--- config.mk ---
export PLATFORM = sky130hd
export DESIGN_NAME = ro_cache_ctrl_regs
export DESIGN_NICKNAME = d
export VERILOG_FILES = /design/src/rtl/ro_cache_ctrl_regs_pkg.sv /design/src/rtl/ro_cache_flush_tracker.sv /design/src/rtl/ro_cache_ctrl_regs.sv
export SDC_FILE = /design/constraint.sdc
export NUM_CORES = 1
export LEC_CHECK = 0
export CAP_MARGIN = 20
export CORE_UTILIZATION = 45
export DETAILED_ROUTE_END_ITERATION = 8
export GPL_TIMING_DRIVEN = 0
export PLACE_DENSITY = 0.72
export SLEW_MARGIN = 25
export SYNTH_ARGS = -nofsm -noshare
export SYNTH_HDL_FRONTEND = slang
export SYNTH_HIERARCHICAL = 1
export SYNTH_SLANG_ARGS = --single-unit
--- constraint.sdc ---
create_clock -name clk_i -period 2.3 [get_ports clk_i]
set_input_delay 0.23 -clock clk_i [delete_from_list [all_inputs] [get_ports clk_i]]
set_output_delay 0.23 -clock clk_i [all_outputs]
set_load 0.02 [all_outputs]
--- src/rtl/ro_cache_ctrl_regs_pkg.sv ---
// Shared types, register map and flush FSM encoding
// for the read-only cache control registers.
package ro_cache_ctrl_regs_pkg;

  localparam int unsigned MaxAddrRules  = 16;
  localparam int unsigned CtrlAddrWidth = 32;

  localparam int unsigned RegEnable   = 'h00;
  localparam int unsigned RegFlush    = 'h04;
  localparam int unsigned RegStatus   = 'h08;
  localparam int unsigned RegRuleBase = 'h10;
  localparam int unsigned RegRuleStep = 'h08;

  localparam logic [0:0] FlushIdle   = 1'b0;
  localparam logic [0:0] FlushActive = 1'b1;

  typedef struct packed {
    logic                                      enable;
    logic [MaxAddrRules-1:0][CtrlAddrWidth-1:0] rule_start;
    logic [MaxAddrRules-1:0][CtrlAddrWidth-1:0] rule_end;
  } ro_cache_ctrl_t;

endpackage

--- src/rtl/ro_cache_flush_tracker.sv ---
// Per-cache flush valid/ready bookkeeping with busy and
// sticky done status.
module ro_cache_flush_tracker
  import ro_cache_ctrl_regs_pkg::*;
#(
  parameter int unsigned NumCaches = 1
) (
  input  logic                 clk_i,
  input  logic                 rst_i,
  input  logic                 start_i,
  input  logic                 done_clr_i,
  input  logic [NumCaches-1:0] flush_ready_i,
  output logic [NumCaches-1:0] flush_valid_o,
  output logic                 busy_o,
  output logic                 done_o
);

  logic [0:0]           state_q, state_d;
  logic [NumCaches-1:0] valid_q, valid_d;
  logic                 done_q, done_d;

  always_comb begin
    state_d = state_q;
    valid_d = valid_q;
    done_d  = done_q & ~done_clr_i;
    unique case (state_q)
      FlushIdle: begin
        if (start_i) begin
          state_d = FlushActive;
          valid_d = '1;
        end
      end
      FlushActive: begin
        valid_d = valid_q & ~flush_ready_i;
        // set wins over a same-cycle clear
        if (valid_d == '0) begin
          state_d = FlushIdle;
          done_d  = 1'b1;
        end
      end
      default: state_d = FlushIdle;
    endcase
  end

  always_ff @(posedge clk_i) begin
    if (rst_i) begin
      state_q <= FlushIdle;
      valid_q <= '0;
      done_q  <= 1'b0;
    end else begin
      state_q <= state_d;
      valid_q <= valid_d;
      done_q  <= done_d;
    end
  end

  assign flush_valid_o = valid_q;
  assign busy_o        = (state_q == FlushActive);
  assign done_o        = done_q;

endmodule

--- src/rtl/ro_cache_ctrl_regs.sv ---
// Control registers for the RO caches: enable, address
// rules and a tracked multi-cache flush.
module ro_cache_ctrl_regs
  import ro_cache_ctrl_regs_pkg::*;
#(
  parameter int unsigned NumAddrRules = 4,
  parameter int unsigned NumCaches    = 1,
  parameter int unsigned AddrWidth    = 32,
  parameter int unsigned DataWidth    = 32,
  parameter int unsigned RegAddrWidth = $clog2(16 + 8 * NumAddrRules)
) (
  input  logic                                  clk_i,
  input  logic                                  rst_i,
  input  logic                                  req_valid_i,
  output logic                                  req_ready_o,
  input  logic                                  req_write_i,
  input  logic [RegAddrWidth-1:0]               req_addr_i,
  input  logic [DataWidth-1:0]                  req_wdata_i,
  input  logic [DataWidth/8-1:0]                req_strb_i,
  output logic                                  resp_valid_o,
  input  logic                                  resp_ready_i,
  output logic [DataWidth-1:0]                  resp_rdata_o,
  output logic                                  resp_error_o,
  output logic                                  enable_o,
  output logic [NumAddrRules-1:0][AddrWidth-1:0] rule_start_o,
  output logic [NumAddrRules-1:0][AddrWidth-1:0] rule_end_o,
  output logic [NumAddrRules-1:0]               rule_valid_o,
  output logic [NumCaches-1:0]                  flush_valid_o,
  input  logic [NumCaches-1:0]                  flush_ready_i,
  output logic                                  flush_busy_o
);

  localparam int unsigned WordW = RegAddrWidth - 2;
  localparam int unsigned StrbW = DataWidth / 8;

  logic                                   enable_q, enable_d;
  logic [NumAddrRules-1:0][AddrWidth-1:0] start_q, start_d;
  logic [NumAddrRules-1:0][AddrWidth-1:0] end_q, end_d;
  logic                                   rvalid_q, rvalid_d;
  logic                                   rerr_q, rerr_d;
  logic [DataWidth-1:0]                   rdata_q, rdata_d;

  logic [WordW-1:0]        word;
  logic                    aligned, busy, done, req_fire;
  logic                    sel_en, sel_flush, sel_status, sel_rule;
  logic [NumAddrRules-1:0] sel_start, sel_end;
  logic                    acc_err, wr_ok, flush_start, done_clr;
  logic [DataWidth-1:0]    rd_val;

  function automatic logic [DataWidth-1:0] merge(
    input logic [DataWidth-1:0] old,
    input logic [DataWidth-1:0] nv,
    input logic [StrbW-1:0]     strb
  );
    logic [DataWidth-1:0] r;
    r = old;
    for (int b = 0; b < int'(StrbW); b++) begin
      if (strb[b]) r[8*b +: 8] = nv[8*b +: 8];
    end
    return r;
  endfunction

  assign req_fire = req_valid_i & req_ready_o;
  assign word     = req_addr_i[RegAddrWidth-1:2];
  assign aligned  = (req_addr_i[1:0] == 2'b00);

  always_comb begin
    sel_en     = aligned && word == WordW'(RegEnable / 4);
    sel_flush  = aligned && word == WordW'(RegFlush / 4);
    sel_status = aligned && word == WordW'(RegStatus / 4);
    for (int i = 0; i < int'(NumAddrRules); i++) begin
      sel_start[i] = aligned &&
        word == WordW'((RegRuleBase + RegRuleStep * i) / 4);
      sel_end[i]   = aligned &&
        word == WordW'((RegRuleBase + RegRuleStep * i) / 4 + 1);
    end
    sel_rule = |{sel_start, sel_end};
    // config is frozen while caches are being flushed
    acc_err = ~(sel_en | sel_flush | sel_status | sel_rule)
            | (req_write_i & busy & (sel_en | sel_rule));

    rd_val = '0;
    unique case (1'b1)
      sel_en:     rd_val[0] = enable_q;
      sel_flush:  rd_val[0] = busy;
      sel_status: rd_val[1:0] = {done, busy};
      default:    rd_val = '0;
    endcase
    for (int i = 0; i < int'(NumAddrRules); i++) begin
      if (sel_start[i]) rd_val = DataWidth'(start_q[i]);
      if (sel_end[i])   rd_val = DataWidth'(end_q[i]);
    end

    wr_ok       = req_fire & req_write_i & ~acc_err;
    flush_start = wr_ok & sel_flush & req_strb_i[0] & req_wdata_i[0];
    done_clr    = wr_ok & sel_status & req_strb_i[0] & req_wdata_i[1];

    enable_d = enable_q;
    start_d  = start_q;
    end_d    = end_q;
    if (wr_ok && sel_en && req_strb_i[0]) enable_d = req_wdata_i[0];
    for (int i = 0; i < int'(NumAddrRules); i++) begin
      if (wr_ok && sel_start[i])
        start_d[i] = AddrWidth'(merge(DataWidth'(start_q[i]),
                                      req_wdata_i, req_strb_i));
      if (wr_ok && sel_end[i])
        end_d[i] = AddrWidth'(merge(DataWidth'(end_q[i]),
                                    req_wdata_i, req_strb_i));
    end

    rvalid_d = rvalid_q;
    rerr_d   = rerr_q;
    rdata_d  = rdata_q;
    if (rvalid_q && resp_ready_i) begin
      rvalid_d = 1'b0;
      rerr_d   = 1'b0;
      rdata_d  = '0;
    end
    if (req_fire) begin
      rvalid_d = 1'b1;
      rerr_d   = acc_err;
      rdata_d  = (req_write_i | acc_err) ? '0 : rd_val;
    end
  end

  always_ff @(posedge clk_i) begin
    if (rst_i) begin
      enable_q <= 1'b0;
      start_q  <= '0;
      end_q    <= '0;
      rvalid_q <= 1'b0;
      rerr_q   <= 1'b0;
      rdata_q  <= '0;
    end else begin
      enable_q <= enable_d;
      start_q  <= start_d;
      end_q    <= end_d;
      rvalid_q <= rvalid_d;
      rerr_q   <= rerr_d;
      rdata_q  <= rdata_d;
    end
  end

  ro_cache_flush_tracker #(
    .NumCaches(NumCaches)
  ) u_flush (
    .clk_i        (clk_i),
    .rst_i        (rst_i),
    .start_i      (flush_start),
    .done_clr_i   (done_clr),
    .flush_ready_i(flush_ready_i),
    .flush_valid_o(flush_valid_o),
    .busy_o       (busy),
    .done_o       (done)
  );

  for (genvar i = 0; i < int'(NumAddrRules); i++) begin : g_rule
    assign rule_valid_o[i] = end_q[i] > start_q[i];
  end

  assign req_ready_o  = ~rvalid_q;
  assign resp_valid_o = rvalid_q;
  assign resp_rdata_o = rdata_q;
  assign resp_error_o = rerr_q;
  assign enable_o     = enable_q;
  assign rule_start_o = start_q;
  assign rule_end_o   = end_q;
  assign flush_busy_o = busy;

endmodule

After elaboration in Yosys (flattened, before gate mapping)
Cells that the tools add are included.

word-level totals
  flip-flop bits (word level) = 294
  input bits = 48
  output and inout port bits = 298
  word-level logic and storage cells = 161

operators by class
  order comparisons = 4
  equal/unequal tests = 11
  multiplexer cells = 23
  bitwise logic cells = 25
  reduce and logical (&&, ||, !) cells = 59

operator list
  cell                number
  $mux 32             11
  $gt 32x32->1        4
  $reduce_and 2->1    32
  $logic_and 1x1->1   22
  $eq 4x3->1 const B  4
  $eq 4x4->1 const B  4
  $and 1x1->1         13
  $mux 1              9
  $reduce_or 8->1     1
  $not 1->1           6
  $or 1x1->1          6
  $pmux 1 s2          3
  $eq 4x1->1 const B  1
  $eq 4x2->1 const B  1
  $logic_not 4->1     1
  $logic_not 2->1     1
  $ne 2x2->1 const B  1
  $reduce_bool 2->1   1
  $reduce_or 2->1     1

Longest topological paths before layout
Gate-level depths: netlist of the first run.

  word-level depth = 16
  depth in mapped cells = 10
  depth with buffers taken out = 8

Hierarchy
Netlist of the first run, hierarchy kept.

by module, submodules not included
  module                  instances  cells each  area an instance (µm²)  seq. area each (µm²)
  ro_cache_ctrl_regs      1          1948        15537.4                 5825.6
  ro_cache_flush_tracker  1          12          122.6                   60.1

Worst setup path before layout of the first run
OpenSTA, ideal clock, no wires.

  kind = register -> output
  from = register start_q (netlist bit rule_start_o[76])
  to = output port rule_valid_o[2]
  data arrival time = 2.262 ns
  required time = 2.070 ns
  slack = -0.192 ns
  cell stages (with the launch flop) = 9
  path buffers = 0
  cell sequence = dfxtp_1 > inv_1 > ha_1 > nand3_1 > nor3_1 > or3b_2 > o211ai_1 > o2111ai_1 > a21oi_1

between the ends
  cells in the longest elaborated chain, start to end = 1

ends and longest elaborated chain
  item                    RTL line                   RTL
  start, declared         ro_cache_ctrl_regs.sv:37   logic [NumAddrRules-1:0][AddrWidth-1:0] start_q, start_d;
  start signal, assigned  ro_cache_ctrl_regs.sv:136  start_q <= start_d;
  $gt 32x32->1            ro_cache_ctrl_regs.sv:158  assign rule_valid_o[i] = end_q[i] > start_q[i];
  end, declared           ro_cache_ctrl_regs.sv:27   output logic [NumAddrRules-1:0] rule_valid_o,

No other way between the ends.

Worst setup path after layout of the first run
  from = register start_q (netlist bit rule_start_o[55])
  to = output port rule_valid_o[1]

Same word-level chain as after synthesis.

==> insert_results.sql, run 1 <==
INSERT INTO impl_metrics (metric_group, metric, value, unit) VALUES
('power', 'power_density', '527.0', 'nW/um2'),
('setup_path', 'r2r_setup_slack', '90', 'ps'),
('sta', 'timing.fmax', '0.3292', 'GHz'),
('setup_path', 'worst-path-stages', '9', ''),
('layout', 'layout-area-overhead-vs-synth', '39.10', '%'),
('logic_synthesis', 'mapped_area', '15660', 'um2'),
('routing', 'violation_count_after_the_first_detailed_routing_iteration', '2385', ''),
('logic_synthesis', 'synth.yosys.seq_area_share', '37.58', '%'),
('setup_path', 'crit_slowest_cell', 'nor4_4', ''),
('setup_path', 'path_buf_inv', '2', ''),
('setup_path', 'worst_r2r_endpoint', 'resp_rdata_o[28]$_SDFFE_PP0P_', ''),
('setup_path', 'r2r_cells', '6', ''),
('power', 'power.share.switching', '24.35', '%'),
('sta', 'timing.final.ws_setup', '-737.6', 'ps'),
('setup_path', 'crit_fanout', '4', ''),
('floorplanning', 'rows', '67', ''),
('logic_synthesis', 'synth_seq_cells', '294', ''),
('routing', 'routed_wire_length_per_instance', '25.97', 'um'),
('setup_path', 'crit_path_end', 'rule_valid_o[1]', ''),
('setup_path', 'slowest_delay', '470', 'ps'),
('power', 'power_frac_clock', '50.7', '%'),
('job', 'max_cap_violations', '0', ''),
('clock_tree', 'clockBufferDepth', '3', ''),
('routing', 'detail_route.wirelength', '73.52', 'mm'),
('setup_path', 'timing.critical_path.from_type', 'flip-flop', ''),
('setup_path', 'crit_chain', 'inv_1 -> ha_4 -> nand4_1 -> nor4_4 -> o21ai_2 -> a31oi_4 -> o31ai_1 -> a32oi_1 -> buf_2', ''),
('floorplanning', 'start_util', '46.24', '%'),
('routing', 'vias', '18022', ''),
('layout', 'final_cell_mix', '313 x nand2_1, 305 x clkdlybuf4s50_1, 287 x a21oi_1', ''),
('floorplanning', 'die_span_y', '188.5', 'um'),
('clock_tree', 'clk_latency', '520', 'ps'),
('layout', 'layout-drive-gt1-share', '15.96', '%'),
('setup_path', 'critPathRequiredTime', '2070', 'ps'),
('sta', 'fin_worst_hold_slack', '91.90', 'ps'),
('logic_synthesis', 'asyncSetResetFlopFracSynth', '0', '%'),
('logic_synthesis', 'syn_nets', '2136', ''),
('global_routing', 'grt_pass1_wl', '106.1', 'mm'),
('power', 'internal-power', '8.684', 'mW'),
('global_routing', 'overflow', '0', ''),
('sta', 'worst_pin_slew', '890.1', 'ps'),
('sta', 'timing.final.max_slew_violations', '0', ''),
('layout', 'post_layout_nonfiller_instances', '2831', ''),
('floorplanning', 'die_area', '35550', 'um2'),
('global_routing', 'initial_antenna_violation_count', '1', ''),
('power', 'net-switching-power', '2.796', 'mW'),
('outcome', 'violations', 'negative setup slack', ''),
('layout', 'layout.cells.most_common', 'nand2_1', ''),
('hold_path', 'holdCritPathClass', 'in -> reg', ''),
('floorplanning', 'fp.coreArea', '33870', 'um2'),
('clock_tree', 'cts_htree_levels', '2', ''),
('logic_synthesis', 'synth-warning-count', '6', ''),
('place', 'gp_congestion', '0.9865', ''),
('clock_tree', 'clkSinkCount', '294', ''),
('outcome', 'status', 'complete, but fails checks', ''),
('power', 'peakVddDrop', '475.0', 'uV'),
('global_routing', 'grt_util_all_layers', '39.80', '%'),
('routing', 'post_drt_via_cell_ratio', '6.366', ''),
('logic_synthesis', 'netlist_instances', '1960', ''),
('power', 'static-leakage-power', '7.570', 'nW'),
('logic_synthesis', 'synth_cell_types', '62', ''),
('clock_tree', 'cts.hold.buffers_added', '0', ''),
('sta', 'setup_viol', '4', ''),
('global_routing', 'first_global_vias', '16497', ''),
('setup_path', 'setup.worst_path.class', 'reg -> out', ''),
('place', 'post-place-cells', '2721', ''),
('place', 'post-dp-hpwl', '55.15', 'mm'),
('global_routing', 'grt_start_max_net_pins', '14', ''),
('setup_path', 'worstSetupStartpoint', 'rule_start_o[55]$_SDFFE_PP0P_', ''),
('power', 'sequentialPowerShare', '44.2', '%'),
('clock_tree', 'root_buffer', 'clkbuf_16', ''),
('routing', 'post-route-drc-count', '0', '');
-- worst reg2reg max path, cell delays in order, from the launching register on --
cell      delay (ps)
dfxtp_1          420
nor2b_1          130
a21oi_2          320
nor2b_1          400
clkbuf_2         310
clkbuf_4         360
a22o_1           200
-- per-layer routing --
layer	track usage, %	vias to the layer above	share of wire, %
met5	0	-	0
met4	17.71	0	5.0
met3	9.424	213	13
met2	58.29	1336	42
met1	55.33	8689	40
li1	-	7784	-
-- per-stage QoR --
stage / setup WS (ps) / utilization, % / area [um2] / power [mW] / setup TNS [ps]
6_report: -737.6 / 64.32 / 21780 / 11.48 / -2368
2_1_floorplan: 37.07 / - / 15680 / 5.484 / 0
3_3_place_gp: -1224 / 57.19 / 19370 / 5.728 / -186400
3_5_place_dp: -1258 / 57.19 / 19370 / 5.733 / -201470
4_1_cts: -795.0 / 62.91 / 21310 / 11.40 / -3043
5_1_grt: -771.0 / 64.31 / 21780 / 11.67 / -2578
-- timing repair --
action                                  in CTS  in global routing
pin swaps                                   34                 32
endpoints found under the setup margin     288                292
endpoints found under the hold margin        0                  0
setup buffers                               30                 16
gates resized for setup                    175                136
-- final cells by class --
cell class,count,area [um2]
clock buffers,47,1023
fillers,2884,12080
repair buffers,359,3480
inverters,138,518.0
diodes,2,5.005
multi-input cells,1378,9309
clock inverters,16,171.4
flip-flops and latches,294,6026
plain buffers,149,690.7
well taps,448,560.5
-- power groups by stage --
stage               logic [mW]  registers (mW)  clock network [mW]
finish                   0.587            5.07                5.82
global route             0.595            5.07                6.00
CTS                      0.539            5.09                5.77
detailed placement       0.521            5.21                   0
global placement         0.516            5.21                   0
floorplan                0.267            5.22                   0
-- sequential cells by signal (all words and copies together) (netlist names) --
name / cells
u_flush/busy_o: 1
resp_error_o: 1
resp_rdata_o: 32
rule_end_o: 128
u_flush/flush_valid_o: 1
u_flush/done_o: 1
enable_o: 1
rule_start_o: 128
resp_valid_o: 1
-- cell usage after synthesis (all sizes together), types with 5 or more instances --
master | count | area share (%)
a222oi | 30 | 1.9
a21o | 10 | 0.48
ha | 128 | 10
nor3 | 7 | 0.22
a22oi | 31 | 1.5
a211oi | 9 | 0.43
inv | 138 | 3.3
and2 | 6 | 0.24
and4 | 7 | 0.39
a221oi | 5 | 0.28
nor2 | 57 | 1.7
nor2b | 11 | 0.44
mux2i | 7 | 0.45
o211ai | 17 | 0.91
buf | 24 | 0.74
mux4 | 25 | 3.6
nand2 | 316 | 7.6
nor4 | 5 | 0.24
a22o | 26 | 1.5
o21ai | 292 | 9.3
and3 | 9 | 0.36
nand3 | 14 | 0.45
dfxtp | 294 | 38
o31ai | 5 | 0.24
o21a | 7 | 0.34
nand4 | 19 | 0.76
nand2b | 9 | 0.36
a21oi | 292 | 9.4
clkbuf | 126 | 3.0
-- kinds of logic (layout without fill, tap and decap cells) --
group | Yosys count | count (layout) | share of synthesized area (%)
and+or+nand+nor | 468 | 468 | 13.40
DFF | 294 | 294 | 37.58
muxes | 32 | 32 | 4.043
buffers and inverters | 288 | 709 | 7.071
other | 0 | 2 | 0
adders and majority gates | 128 | 128 | 10.23
AOI/OAI and AO/OA | 750 | 750 | 27.68
-- how the worst min path moves through the flow --
stage / from / to / cells past startpoint
detailed placement: resp_rdata_o[16]$_SDFFE_PP0P_ / resp_rdata_o[16]$_SDFFE_PP0P_ / 1
finish: req_wdata_i[31] / rule_start_o[63]$_SDFFE_PP0P_ / 3
global placement: resp_rdata_o[16]$_SDFFE_PP0P_ / resp_rdata_o[16]$_SDFFE_PP0P_ / 1
global route: req_wdata_i[31] / rule_start_o[95]$_SDFFE_PP0P_ / 3
floorplan: rst_i / u_flush/flush_valid_o$_SDFFE_PP0P_ / 1
CTS: req_wdata_i[15] / rule_start_o[79]$_SDFFE_PP0P_ / 3
No activity file was read; power rests on OpenSTA's default activity.
==> run 2, diff against run 1 <==
--- a/config.mk
+++ b/config.mk
@@ -6,10 +6,10 @@
 export NUM_CORES = 1
 export LEC_CHECK = 0
 export CAP_MARGIN = 20
-export CORE_UTILIZATION = 45
+export CORE_UTILIZATION = 42
 export DETAILED_ROUTE_END_ITERATION = 8
-export GPL_TIMING_DRIVEN = 0
-export PLACE_DENSITY = 0.72
+export PLACE_DENSITY = 0.68
+export RECOVER_POWER = 50
 export SLEW_MARGIN = 25
 export SYNTH_ARGS = -nofsm -noshare
 export SYNTH_HDL_FRONTEND = slang
==> insert_results.sql, run 2 (synthesized netlist as in run 1, its figures left out) <==
INSERT INTO impl_metrics (metric_group, metric, value, unit) VALUES
('outcome', 'status', 'complete, but fails checks', ''),
('outcome', 'violations', 'design-rule violations, negative setup slack', ''),
('power', 'sequentialPowerShare', '44.9', '%'),
('power', 'power.share.switching', '23.28', '%'),
('routing', 'detail_route.wirelength', '68.24', 'mm'),
('global_routing', 'grt_util_all_layers', '34.38', '%'),
('routing', 'post_drt_via_cell_ratio', '5.845', ''),
('sta', 'timing.final.ws_setup', '-657.0', 'ps'),
('clock_tree', 'clk_latency', '530', 'ps'),
('layout', 'layout.cells.most_common', 'buf_4', ''),
('floorplanning', 'start_util', '42.78', '%'),
('floorplanning', 'ios', '346', ''),
('routing', 'vias', '18425', ''),
('place', 'post-dp-hpwl', '51.56', 'mm'),
('setup_path', 'timing.critical_path.from_type', 'flip-flop', ''),
('clock_tree', 'tritoncts', 'yes', ''),
('global_routing', 'initial_antenna_violation_count', '2', ''),
('sta', 'timing.final.hold_violations', '0', ''),
('job', 'max_cap_violations', '0', ''),
('setup_path', 'setup.worst_path.class', 'reg -> out', ''),
('clock_tree', 'clockBufferDepth', '3', ''),
('clock_tree', 'numCtsBuffers', '35', ''),
('hold_path', 'holdCritStartpoint', 'req_valid_i', ''),
('sta', 'rsz0062_at_grt', 'true', ''),
('sta', 'timing.fmax', '0.3382', 'GHz'),
('sta', 'finClkSkew', '11.16', 'ps'),
('layout', 'layout-drive-gt1-share', '26.09', '%'),
('power', 'internal-power', '8.710', 'mW'),
('setup_path', 'slowest_delay', '330', 'ps'),
('setup_path', 'worstSetupEndpointType', 'output pin', ''),
('sta', 'sum_of_negative_setup_slack', '-2126', 'ps'),
('layout', 'layout-area-overhead-vs-synth', '57.31', '%'),
('routing', 'violation_count_after_the_first_detailed_routing_iteration', '2063', ''),
('place', 'post-place-cells', '3082', ''),
('routing', 'post-route-drc-count', '3', ''),
('power', 'power.share.combinational', '5.3', '%'),
('global_routing', 'overflow', '0', ''),
('power', 'net-switching-power', '2.644', 'mW'),
('sta', 'worst_pin_slew', '1106', 'ps'),
('global_routing', 'grt_pass1_wl', '101.7', 'mm'),
('sta', 'layout_min_cycle_time', '2957', 'ps'),
('setup_path', 'r2r-start', 'u_flush/busy_o$_SDFF_PP0_', ''),
('floorplanning', 'die_area', '38060', 'um2'),
('floorplanning', 'rows', '70', ''),
('global_routing', 'first_global_vias', '17501', ''),
('sta', 'layout_worst_path_cycle_share', '128.6', '%'),
('setup_path', 'crit_slowest_cell', 'dfxtp_1', ''),
('setup_path', 'crit_arrival', '2730', 'ps'),
('clock_tree', 'clkSinkCount', '294', ''),
('routing', 'detail-route-antenna-nets', '0', ''),
('layout', 'num-nets-final', '2838', ''),
('clock_tree', 'root_buffer', 'clkbuf_16', ''),
('sta', 'slew_headroom', '26.29', '%'),
('power', 'power_frac_clock', '49.8', '%'),
('sta', 'setup_viol', '4', ''),
('clock_tree', 'cts_htree_levels', '2', ''),
('global_routing', 'grt_start_max_net_pins', '76', ''),
('setup_path', 'crit_fanout', '2', ''),
('power', 'total_design_power', '11.35', 'mW'),
('floorplanning', 'dieWidth', '195.1', 'um'),
('layout', 'post_layout_nonfiller_instances', '3152', ''),
('place', 'gp_congestion', '0.9833', ''),
('clock_tree', 'path_clk_slew', '60', 'ps'),
('setup_path', 'crit_chain', 'inv_1 -> ha_1 -> o211ai_1 -> o21ai_0 -> a221oi_1 -> o211ai_1 -> o2111ai_1 -> a21oi_2 -> buf_6', ''),
('power', 'power_density', '460.9', 'nW/um2'),
('sta', 'timing.final.max_slew_violations', '0', ''),
('setup_path', 'worstSetupStartpoint', 'rule_start_o[69]$_SDFFE_PP0P_', ''),
('floorplanning', 'fp.coreArea', '36610', 'um2'),
('place', 'port-buffer-count', '345', ''),
('layout', 'final_cell_mix', '447 x buf_4, 315 x nand2_1, 293 x dlygate4sd3_1', ''),
('setup_path', 'critPathRequiredTime', '2070', 'ps'),
('power', 'peakVddDrop', '489.1', 'uV'),
('setup_path', 'critPathMostFrequentCell', 'o211ai_1', ''),
('hold_path', 'holdCritPathClass', 'in -> reg', ''),
('routing', 'detail_route.first_pass.iterations', '9', ''),
('floorplanning', 'die_span_y', '195.1', 'um'),
('power', 'static-leakage-power', '10.59', 'nW'),
('routing', 'routed_wire_length_per_instance', '21.65', 'um');
## run 2: what timing repair did
item / CTS / global route
gates resized for setup: 85 / 54
hold buffers: 1 / 0
gates cloned: 0 / 0
setup endpoints to repair: 4 / 4
buffers inserted: 8 / 4
endpoints found under the hold margin: 11 / 0
pin swaps: 35 / 40
## run 2: per-layer routing
layer	global-route usage, %	share of wire [%]	vias to the layer above
li1	-	-	8379
met1	46.08	40	8737
met2	52.59	44	1122
met3	7.876	11	187
met4	15.40	4.4	0
met5	0	0	-
## run 2: critical path: cells and delay by family, from the launching register on
family	cells	cell delay [ps]
AO/OA/AOI/OAI	6	1380
adder cells (fa/ha/maj)	1	310
buffers and inverters	2	190
flip-flops	1	330
## run 2: area by class of cell
class	instances	area [um2]
Inverter	138	518.0
Sequential cell	294	5933
Clock buffer	49	1021
Timing Repair Buffer	815	7252
Clock inverter	9	122.6
Tap cell	468	585.6
Fill cell	2974	11980
Antenna cell	1	2.502
Multi-Input combinational cell	1378	9200
## run 2: per-stage QoR
step | instance area, um2 | setup slack [ps] | utilization, % | hold slack [ps]
finish | 24630 | -657.0 | 67.29 | 315.7
global route | 24630 | -725.5 | 67.29 | 340.8
CTS | 24370 | -614.5 | 66.57 | 305.1
detailed placement | 22880 | -659.4 | 62.50 | 450.6
global placement | 22880 | -630.3 | 62.50 | 443.8
floorplan | 15680 | 37.07 | - | 292.4
## run 2: power by group through the flow
stage	sequential, mW	clock, mW	combinational, mW
after floorplan	5.22	0	0.267
after global routing	5.10	5.89	0.619
after CTS	5.10	5.70	0.582
after detailed placement	5.21	0	0.577
final	5.10	5.65	0.599
after global placement	5.21	0	0.571
## run 2: path summary, 6_finish.rpt
kind	to	slack (ps)	cells after the start
worst max-delay path	rule_valid_o[2]	-660	9
worst min-delay path	resp_valid_o$_SDFFE_PP0P_	320	3
worst max register to register	rule_end_o[79]$_SDFFE_PP0P_	240	7
worst min register to register	resp_rdata_o[0]$_SDFFE_PP0P_	460	2
==> run 3, diff against run 2 <==
--- a/config.mk
+++ b/config.mk
@@ -6,9 +6,12 @@
 export NUM_CORES = 1
 export LEC_CHECK = 0
 export CAP_MARGIN = 20
-export CORE_UTILIZATION = 42
+export CELL_PAD_IN_SITES_DETAIL_PLACEMENT = 2
+export CELL_PAD_IN_SITES_GLOBAL_PLACEMENT = 2
+export CORE_UTILIZATION = 30
+export CTS_BUF_LIST = sky130_fd_sc_hd__clkbuf_8
 export DETAILED_ROUTE_END_ITERATION = 8
-export PLACE_DENSITY = 0.68
+export PLACE_DENSITY_LB_ADDON = 0.3
 export RECOVER_POWER = 50
 export SLEW_MARGIN = 25
 export SYNTH_ARGS = -nofsm -noshare
==> insert_results.sql, run 3 (synthesized netlist as in run 1, its figures left out) <==
INSERT INTO impl_metrics (metric_group, metric, value, unit) VALUES
('routing', 'violation_count_after_the_first_detailed_routing_iteration', '2072', ''),
('layout', 'multiInputGateArea', '9318', 'um2'),
('global_routing', 'first_global_vias', '23677', ''),
('setup_path', 'setup.worst_path.class', 'reg -> out', ''),
('sta', 'timing.fmax', '0.2787', 'GHz'),
('place', 'gp_congestion', '0.9681', ''),
('power', 'total_design_power', '11.79', 'mW'),
('sta', 'rsz0062_at_grt', 'true', ''),
('setup_path', 'worstSetupEndpointType', 'output pin', ''),
('setup_path', 'worst_r2r_endpoint', 'enable_o$_SDFFE_PP0P_', ''),
('layout', 'layout.cells.most_common', 'buf_4', ''),
('layout', 'num-nets-final', '2862', ''),
('clock_tree', 'root_buffer', 'clkbuf_8', ''),
('sta', 'timing.final.max_slew_violations', '0', ''),
('hold_path', 'holdPathStages', '2', ''),
('layout', 'final.fill_count', '5412', ''),
('routing', 'detail_route.first_pass.iterations', '7', ''),
('clock_tree', 'clk_latency', '760', 'ps'),
('sta', 'layout_worst_path_cycle_share', '156.0', '%'),
('setup_path', 'slowest_delay', '590', 'ps'),
('power', 'peakVddDrop', '454.3', 'uV'),
('sta', 'timing.final.ws_setup', '-1288', 'ps'),
('outcome', 'status', 'complete, but fails checks', ''),
('layout', 'final_util', '48.95', '%'),
('floorplanning', 'die_span_y', '230.5', 'um'),
('power', 'sequentialPowerShare', '43.3', '%'),
('layout', 'post_route_cell_area', '25160', 'um2'),
('setup_path', 'crit_fanout', '4', ''),
('outcome', 'violations', 'negative setup slack', ''),
('layout', 'layout-drive-gt1-share', '27.12', '%'),
('sta', 'slew_headroom', '42.45', '%'),
('place', 'port-buffer-count', '345', ''),
('setup_path', 'r2r-start', 'resp_valid_o$_SDFFE_PP0P_', ''),
('routing', 'detail-route-antenna-nets', '0', ''),
('setup_path', 'crit_arrival', '3360', 'ps'),
('routing', 'routed_wire_length_per_instance', '36.18', 'um'),
('power', 'power.share.switching', '29.73', '%'),
('layout', 'layout.area.seq', '5929', 'um2'),
('power', 'power_density', '468.3', 'nW/um2'),
('floorplanning', 'rows', '83', ''),
('sta', 'timing.final.hold_violations', '0', ''),
('power', 'static-leakage-power', '10.31', 'nW'),
('power', 'net-switching-power', '3.504', 'mW'),
('place', 'place_worst_setup_slack', '-626.2', 'ps'),
('hold_path', 'holdCritStartpoint', 'resp_ready_i', ''),
('setup_path', 'r2r_setup_slack', '-410', 'ps'),
('global_routing', 'grt_pass1_wl', '171.7', 'mm'),
('place', 'post-dp-hpwl', '71.33', 'mm'),
('floorplanning', 'start_util', '30.46', '%'),
('hold_path', 'holdCritPathClass', 'in -> reg', ''),
('setup_path', 'r2r_cells', '7', ''),
('place', 'post-place-cells', '3283', ''),
('power', 'power_frac_clock', '50.7', '%'),
('routing', 'post_drt_via_cell_ratio', '6.330', ''),
('routing', 'vias', '21660', ''),
('global_routing', 'grt_util_all_layers', '44.18', '%'),
('floorplanning', 'ios', '346', ''),
('clock_tree', 'tritoncts', 'yes', ''),
('layout', 'post_layout_nonfiller_instances', '3422', ''),
('clock_tree', 'cts_htree_levels', '2', ''),
('hold_path', 'timing.hold.worst_endpoint', 'resp_valid_o$_SDFFE_PP0P_', ''),
('floorplanning', 'fp.coreArea', '51410', 'um2'),
('routing', 'detail_route.wirelength', '123.8', 'mm'),
('global_routing', 'overflow', '0', ''),
('sta', 'worst_pin_slew', '860.5', 'ps'),
('power', 'power.share.combinational', '6.0', '%'),
('place', 'place_area', '23160', 'um2'),
('power', 'internal-power', '8.281', 'mW'),
('sta', 'finClkSkew', '51.56', 'ps'),
('layout', 'layout-area-overhead-vs-synth', '60.69', '%'),
('global_routing', 'grt_start_max_net_pins', '116', ''),
('sta', 'layout_min_cycle_time', '3588', 'ps'),
('setup_path', 'crit_chain', 'inv_1 -> ha_1 -> and4_1 -> nand4_1 -> nor4_1 -> a21oi_2 -> buf_6', ''),
('clock_tree', 'clkSinkCount', '294', ''),
('setup_path', 'critPathRequiredTime', '2070', 'ps'),
('clock_tree', 'clockBufferDepth', '3', ''),
('layout', 'final_cell_mix', '433 x buf_4, 316 x nand2_1, 285 x a21oi_1', ''),
('sta', 'setup_viol', '291', ''),
('setup_path', 'timing.critical_path.from_type', 'flip-flop', ''),
('clock_tree', 'numCtsBuffers', '58', ''),
('job', 'max_cap_violations', '0', ''),
('floorplanning', 'dieWidth', '230.5', 'um'),
('routing', 'post-route-drc-count', '0', ''),
('clock_tree', 'path_clk_slew', '70', 'ps'),
('global_routing', 'initial_antenna_violation_count', '18', ''),
('setup_path', 'crit_slowest_cell', 'nand4_1', ''),
('floorplanning', 'die_area', '53120', 'um2');
==> run 3: cell count changes in the layout (fill, tap and decap cells not counted), sizes merged, moves of 3 or more <==
cell           before  now
dlygate4sd3       293  172
clkdlybuf4s50      46  166
bufinv              3    0
clkbuf             51   83
buf               474  471
inv               138  159
diode               1   10
==> run 3: power groups by stage <==
stage	logic (mW)	registers, mW	clock network [mW]
after CTS	0.658	5.10	5.78
final	0.713	5.10	5.97
after floorplan	0.267	5.22	0
after detailed placement	0.632	5.21	0
after global placement	0.606	5.21	0
after global routing	0.708	5.10	6.12
==> run 3: timing repair <==
item                                    4_1_cts  5_1_grt
hold buffers                                  1        0
setup buffers                                18        6
endpoints found under the hold margin        18        0
endpoints found under the setup margin        4       76
resized for setup                           126       29
pin swaps                                    39       23
==> run 3: layer usage <==
layer  track usage (%)  up-vias  share of wire (%)
met5                 0        -               0.11
met2             71.80     1686                 45
li1                  -     8440                  -
met4             30.19       16                8.9
met3             13.34      756                 10
met1             49.69    10762                 36
==> run 3: critical path: cells and delay by family, from the launching register on <==
kind,cells,cell delay [ps]
flops,1,430
fa+ha+maj,1,380
buf+inv,2,270
simple gates,3,1480
compound gates,1,80
==> run 3: how the worst max path moves through the flow <==
stage,to,startpoint,slack [ps]
after floorplan,rule_valid_o[2],rule_start_o[76]$_SDFFE_PP0P_,40
after global placement,rule_valid_o[0],rule_start_o[5]$_SDFFE_PP0P_,-570
final,rule_valid_o[2],rule_start_o[67]$_SDFFE_PP0P_,-1290
after CTS,rule_valid_o[2],rule_start_o[79]$_SDFFE_PP0P_,-860
after global routing,rule_valid_o[2],rule_start_o[67]$_SDFFE_PP0P_,-1290
after detailed placement,rule_valid_o[0],rule_start_o[5]$_SDFFE_PP0P_,-630
==> run 3: metrics by stage <==
step | TNS [ps] | hold WS, ps
6_report | -58510 | 161.9
5_1_grt | -49130 | 170.2
4_1_cts | -3176 | 120.6
3_5_place_dp | -66520 | 463.7
3_3_place_gp | -29940 | 440.3
2_1_floorplan | 0 | 292.4
==> run 3: final cells by class <==
class | instances | area share [%]
antenna | 10 | 0.09944
tap | 680 | 3.381
inverter | 138 | 2.058
sequential | 294 | 23.56
timing repair buffer | 816 | 29.15
clock inverter | 29 | 0.5121
clock buffer | 77 | 4.211
multi-input combinational | 1378 | 37.03
